$ cat src/rtl/read_fetch.sv
// Walks one short read in the ROM from i=len-1 down to 0 and queues each
// (symbol, D(i), i, last) entry into a small FIFO drained over valid/ready.
module read_fetch #(
  parameter int FIFO_DEPTH = 4,
  parameter int AW         = 8
) (
  input  logic          clk,
  input  logic          rst,
  input  logic          start,
  input  logic [AW-1:0] base_addr,
  input  logic [AW-1:0] read_len,
  output logic          rom_ce,
  output logic [AW-1:0] rom_addr,
  input  logic [7:0]    rom_d_i,
  input  logic [1:0]    rom_read_i,
  output logic          out_valid,
  input  logic          out_ready,
  output logic [1:0]    out_sym,
  output logic [7:0]    out_d,
  output logic [AW-1:0] out_idx,
  output logic          out_last,
  output logic          busy,
  output logic          done
);

  localparam int PW = (FIFO_DEPTH > 1) ? $clog2(FIFO_DEPTH) : 1;
  localparam int CW = $clog2(FIFO_DEPTH + 1);

  typedef enum logic [1:0] {IDLE, FETCH, DRAIN} state_t;

  state_t        state_reg, state_next;
  logic [AW-1:0] base_reg, base_next;
  logic [AW-1:0] cur_reg, cur_next;
  logic          done_reg, done_next;

  logic [1:0]    mem_sym  [FIFO_DEPTH];
  logic [7:0]    mem_d    [FIFO_DEPTH];
  logic [AW-1:0] mem_idx  [FIFO_DEPTH];
  logic          mem_last [FIFO_DEPTH];

  logic [PW-1:0] wr_ptr_reg, rd_ptr_reg;
  logic [CW-1:0] count_reg;

  logic full;
  logic pop;
  logic fetch;

  assign out_valid = (count_reg != '0);
  assign full      = (count_reg == CW'(FIFO_DEPTH));
  assign pop       = out_valid & out_ready;
  // A full FIFO can still accept an entry when the head leaves in the same cycle.
  assign fetch     = (state_reg == FETCH) && (!full || pop);

  assign out_sym  = out_valid ? mem_sym[rd_ptr_reg]  : '0;
  assign out_d    = out_valid ? mem_d[rd_ptr_reg]    : '0;
  assign out_idx  = out_valid ? mem_idx[rd_ptr_reg]  : '0;
  assign out_last = out_valid ? mem_last[rd_ptr_reg] : 1'b0;
  assign busy     = (state_reg != IDLE);
  assign done     = done_reg;

  always_comb begin
    state_next = state_reg;
    base_next  = base_reg;
    cur_next   = cur_reg;
    done_next  = 1'b0;
    rom_ce     = 1'b0;
    rom_addr   = '0;
    case (state_reg)
      IDLE: begin
        if (start) begin
          base_next = base_addr;
          if (read_len != '0) begin
            cur_next   = read_len - 1'b1;
            state_next = FETCH;
          end else begin
            done_next = 1'b1;
          end
        end
      end
      FETCH: begin
        // Address stays put while stalled because cur_reg holds.
        rom_addr = base_reg + cur_reg;
        rom_ce   = fetch;
        if (fetch) begin
          if (cur_reg == '0) state_next = DRAIN;
          else               cur_next   = cur_reg - 1'b1;
        end
      end
      DRAIN: begin
        if (pop && out_last) begin
          state_next = IDLE;
          done_next  = 1'b1;
        end
      end
      default: state_next = IDLE;
    endcase
  end

  always_ff @(posedge clk) begin
    if (rst) begin
      state_reg  <= IDLE;
      base_reg   <= '0;
      cur_reg    <= '0;
      done_reg   <= 1'b0;
      wr_ptr_reg <= '0;
      rd_ptr_reg <= '0;
      count_reg  <= '0;
    end else begin
      state_reg <= state_next;
      base_reg  <= base_next;
      cur_reg   <= cur_next;
      done_reg  <= done_next;
      if (fetch) wr_ptr_reg <= wr_ptr_reg + 1'b1;
      if (pop)   rd_ptr_reg <= rd_ptr_reg + 1'b1;
      case ({fetch, pop})
        2'b10:   count_reg <= count_reg + CW'(1);
        2'b01:   count_reg <= count_reg - CW'(1);
        default: count_reg <= count_reg;
      endcase
    end
  end

  // Storage carries no reset; only the pointers and count define validity.
  always_ff @(posedge clk) begin
    if (fetch) begin
      mem_sym[wr_ptr_reg]  <= rom_read_i;
      mem_d[wr_ptr_reg]    <= rom_d_i;
      mem_idx[wr_ptr_reg]  <= cur_reg;
      mem_last[wr_ptr_reg] <= (cur_reg == '0);
    end
  end

endmodule

$ cat config.mk
export PLATFORM = sky130hd
export DESIGN_NAME = read_fetch
export DESIGN_NICKNAME = d
export VERILOG_FILES = /design/src/rtl/read_fetch.sv
export SDC_FILE = /design/constraint.sdc
export NUM_CORES = 1
export LEC_CHECK = 0
export BUFFER_PORTS_ARGS = -buffer_cell sky130_fd_sc_hd__buf_4
export CORE_MARGIN = 1.5
export CORE_UTILIZATION = 30
export CTS_BUF_LIST = sky130_fd_sc_hd__clkbuf_8
export DETAILED_ROUTE_END_ITERATION = 8
export GPL_ROUTABILITY_DRIVEN = 0
export GPL_TIMING_DRIVEN = 0
export PLACE_DENSITY = 0.54
export SLEW_MARGIN = 20
export SYNTH_ARGS = -nofsm -noshare
export SYNTH_HDL_FRONTEND = slang
export SYNTH_SLANG_ARGS = --single-unit
$ cat constraint.sdc
create_clock -name clk -period 2.5 [get_ports clk]
set_clock_uncertainty 0.15 [all_clocks]
set_input_delay 0.75 -clock clk [delete_from_list [all_inputs] [get_ports clk]]
set_output_delay 0.75 -clock clk [all_outputs]
set_load 0.01 [all_outputs]
Word-level counts from Yosys, hierarchy flattened
Memory sizes are Yosys's and may differ from the RTL's. A register that Yosys moved wholly into a read port is not among the register bits.
Cells that the tools add are included.
Storage, ports and cells
  register bits after elaboration: 26
  bits in latches: 0
  RAM bits: 76
  ROM bits: 0
  input bits: 30
  output and inout bits: 31
  word-level logic and storage cells: 76
  memories: 4
Memories
  mem_d: depth 4, bits a word 8, rd ports 1, clocked after Yosys merged registers in 1, wr ports 1, RTL line 37  | logic [7:0] mem_d [FIFO_DEPTH];
  mem_idx: depth 4, bits a word 8, rd ports 1, clocked after Yosys merged registers in 1, wr ports 1, RTL line 38  | logic [AW-1:0] mem_idx [FIFO_DEPTH];
  mem_sym: depth 4, bits a word 2, rd ports 1, clocked after Yosys merged registers in 1, wr ports 1, RTL line 36  | logic [1:0] mem_sym [FIFO_DEPTH];
  mem_last: depth 4, bits a word 1, rd ports 1, clocked after Yosys merged registers in 1, wr ports 1, RTL line 39  | logic mem_last [FIFO_DEPTH];
Cells by class
  $add $sub $neg: 7
  $mul: 0
  div/mod/pow operators: 0
  $lt $le $gt $ge: 0
  equal/unequal tests: 11
  shift operators: 0
  multiplexer cells: 32
  bitwise operators: 1
  reductions and logical operators: 14
Operators by type and width (number)
  $mux W8: 7
  $mux W2: 14
  $pmux W8 S2: 1
  $sub A8 B1 Y8 const B: 2
  $ne A2 B2 Y1 const B: 5
  $reduce_and A5 Y1: 2
  $add A8 B8 Y8: 1
  $logic_not A8 Y1: 1
  $reduce_bool A8 Y1: 1
  $mux W1: 7
  $pmux W2 S3: 1
  $pmux W3 S2: 1
  $reduce_bool A2 Y1: 3
  $add A2 B1 Y2 const B: 2
  $eq A2 B1 Y1 const B: 2
  $eq A2 B2 Y1 const B: 2
  $add A3 B1 Y3 const B: 1
  $eq A3 B3 Y1 const B: 1
  $reduce_bool A3 Y1: 1
  $sub A3 B1 Y3 const B: 1
  $logic_and A1 B1 Y1: 2
  $logic_not A2 Y1: 1
  $ne A2 B1 Y1 const B: 1
  $pmux W1 S2: 1
  other kinds (4): 4

Longest topological paths before layout
  word-level depth: 6
  depth in mapped cells: 9
  gate-level depth less buffers: 8

Least setup slack after synthesis
OpenSTA, ideal clock, no wires.
  path kind: reg-to-output
  from: register cur_reg[0]
  to: output port rom_addr[6]
  data arrival time: 1840 ps
  data required time: 1600 ps
  slack: -240 ps
  cell stages (with the launch flop): 8
  buffers on the path: 0
  cell sequence: dfxtp_1 -> ha_1 -> fa_1 -> a21o_1 -> a21oi_1 -> o21bai_1 -> a21oi_1 -> mux2i_1
On the way
  cells in the longest elaborated chain, start to end: 2
RTL lines
  from (decl): RTL line 33  | logic [AW-1:0] cur_reg, cur_next;
  from (signal assigned): RTL line 111  | cur_reg <= cur_next;
  $add A8 B8 Y8: RTL line 82  | rom_addr = base_reg + cur_reg;
  $mux W8: RTL line 68  | case (state_reg)
  to (decl): RTL line 13  | output logic [AW-1:0] rom_addr,
Every way passes these cells.

Worst setup path after layout
Same ends and word-level chain as after synthesis.

==> metrics.md <==
| Metric | Value |
|---|---|
| Power Density | 1020 nW/um2 |
| Crit-path leading delay family | compound AO/OA/AOI/OAI gates |
| Hold Path Class | register to register |
| Non-Filler Instances | 653 |
| H-tree depth | 3 |
| CP arrival | 2.11 ns |
| Library cells used by synthesis | between 50 and 60 |
| Setup violators final | 26 |
| Antenna cell count | 0 |
| Core footprint | 15300 um2 |
| Worst setup path category | register to output port |
| Initial DRC count | ~230 |
| Startpoint Class | register |
| CP Buf/Inv Count | 1 |
| Power Internal | 4.21 mW |
| VDD IR max | 427 uV |
| Main synth FF type | edfxtp_1 |
| Fmax | 0.332 GHz |
| Final Critical Period | around 3 ns |
| Core Util, Final | 0.404 |
| Antenna-violating nets left | 0 |
| Overall Power | 6.29 mW |
| Mapped Avg Cell Area | 13.6 um2 |
| Comb pwr share | 0.447 |
| Slew margin rel. | 0.293 |
| NumNets Final | 481 |
| Hpwl dp | 6930 um |
| Port bufs | 59 |
| Cells after DPL | 616 |
| # IOs | a little over 60 |
| Clock Path Buffers | 2 |
| Die area | approximately 16000 um2 |
| Pin count of the biggest net entering global routing | 21 |
| RSZ-0062 raised after global routing | yes |
| Violated checks | negative setup slack |
| Post-synthesis cell area | 4720 um2 |
| Cell mode on critical path | a21oi_2 |
| Sequential area share after synthesis | 0.603 |
| Commonest cells after routing, fill and taps aside | edfxtp_1, buf_4, nand2_1 |
| CTS tree | done |
| FFs w/ async S/R, synth | 0 |
| Biggest regs | mem_d: 32 flops, mem_idx: 32 flops |
| Sequential share of power | 0.373 |
| CTS clk-pin slew, worst paths | 0.11 ns |
| First-pass GRT wire length | 16900 um |
| Wirelength, routed | 10700 um |
| Worst EP required | between 1.5 and 2 ns |
| Clock sinks | 104 |
| Clk_lat worst skew | 0.37 ns |
| Pre-antenna DRT Iters | 4 |
| Post-Syn Instances | 346 |
| Commonest non-fill, non-tap cell in the layout | edfxtp_1 |
| Crit path cell chain | ha_4 > fa_2 > a21o_1 > a21oi_2 > o21bai_1 > a21oi_2 > mux2i_1 > buf_4 |
| Drt via density | 4.74 |
| Slew at the pin closest to its max-slew limit | 1.06 ns |
| CTS buffer count | 9 |
| Die Width | 128 um |
| Critical path fanouts, max | 2 |
| Site Rows | 45 |
| Chip Height | roughly 130 um |
| Lkg Pwr | 2.26 nW |
| CTS Root Buffer Type | clkbuf_8 |
| Slew Limit Fails | 0 |
| Net switching power | 2.08 mW |
| Synthesized flop and latch total | 104 |
| Final hold vios | 0 |
| CP Capture Type | output port |
| Via count | 3098 |
| Sw frac | 0.330 |
| Max Cap Viol | 0 |
| Area growth from synthesis to layout | 30.7% |
| EDFF count, synth | 76 |
| DRC | 0 |
| Syn_nets | 390 |
| TNS Setup | -4.71 ns |
| Vias in the first global route | 3213 |
| Initial antenna violation count | 0 |
| Layout cells sized above 1 | 0.414 |
| Gr usage total | 0.137 |
| Critical path's slowest cell | dfxtp_4 |
| Run status | complete, but fails checks |
| Final worst setup slack | -0.513 ns |
| Tcrit/Tclk final | 1.21 |
| Fin Hold WS | 0.318 ns |
| GRT overflow | 0 |
| Clock power frac | 0.180 |
| Initial Utilization | 0.309 |
| WL/cell | 16.4 um |
| Slowest Stage Delay on Critical Path | 0.37 ns |
| Synth warn | 0 |
-- Yosys cell counts, types with 3 or more instances --
master,count,area share
a21o_1,4,0.0064
a21oi_1,23,0.024
a31oi_1,4,0.0053
and2_1,26,0.034
buf_2,3,0.0032
clkbuf_1,9,0.0072
dfxtp_1,28,0.12
edfxtp_1,76,0.48
ha_1,12,0.032
inv_1,12,0.0095
mux2i_1,8,0.017
mux4_2,19,0.091
nand2_1,27,0.021
nand2b_1,4,0.0053
nand3_1,8,0.0085
nor2_1,21,0.017
nor3_1,3,0.0032
nor4_1,3,0.0040
o211ai_1,3,0.0048
o21ai_0,6,0.0064
o31ai_1,3,0.0048
xnor2_1,5,0.0093
xor2_1,4,0.0074
-- layer usage --
metal,global-route usage,part of all wire,vias up
met1,0.174,0.45,1532
li1,-,-,1473
met3,0.0341,0.044,11
met5,0,0,-
met4,0.0370,0.011,0
met2,0.234,0.49,82
-- power groups by stage --
stage	combinational, mW	clock [mW]	sequential, mW
finish	2.81	1.13	2.35
global route	3.06	1.25	2.38
CTS	2.85	1.17	2.34
detailed placement	2.10	0	2.37
global placement	2.08	0	2.35
floorplan	1.36	0	2.29
-- cell families (layout without fill, tap and decap cells) --
logic type      count (synthesis)  in the layout  synth area share
mux                            29             29             0.113
flops                         104            104             0.603
compound gates                 58             58            0.0833
buf+inv                        27            123            0.0255
fa+ha+maj                      14             14            0.0403
simple gates                  105            105             0.119
xor+xnor                        9              9            0.0167
-- metrics by stage --
step	cell area [um2]	worst slack (ns)
3_3_place_gp	5440	-0.523
6_report	6160	-0.513
3_5_place_dp	5440	-0.535
5_1_grt	6160	-0.649
2_1_floorplan	4730	-0.0711
4_1_cts	6120	-0.562
-- worst register-to-register path, stage by stage, from the launching register on --
cell	delay, ns
dfxtp_4	0.41
nand2b_4	0.17
buf_8	0.16
buf_8	0.15
mux2i_1	0.22
ha_2	0.24
inv_1	0.11
or4_1	0.53
nand3_1	0.11
a21oi_1	0.07
-- cell type report --
class,count,area (um2)
repair buffers,82,731
fillers,1449,9090
inverters,12,45.0
clock buffers,9,124
plain buffers,13,143
flip-flops and latches,104,2880
clock inverters,7,95.1
multi-input cells,215,1890
well taps,211,264
-- path summary, 6_finish.rpt --
check | from | to | slack (ns) | cells after the start
worst min-delay path | base_reg[3] | base_reg[3] | 0.32 | 2
worst max register to register | state_reg[1] | cur_reg[6] | 0.05 | 9
worst max-delay path | cur_reg[0] | rom_addr[6] | -0.51 | 8
worst min register to register | base_reg[3] | base_reg[3] | 0.32 | 2
-- timing repair --
action / in CTS / in global routing
endpoints found under the hold margin: 0 / 0
buffers inserted: 18 / 5
cloned: 1 / 0
pin swaps: 20 / 12
resized for setup: 95 / 13
setup endpoints to repair: 107 / 55
hold buffers: 0 / 0
No activity file was read; power rests on OpenSTA's default activity.
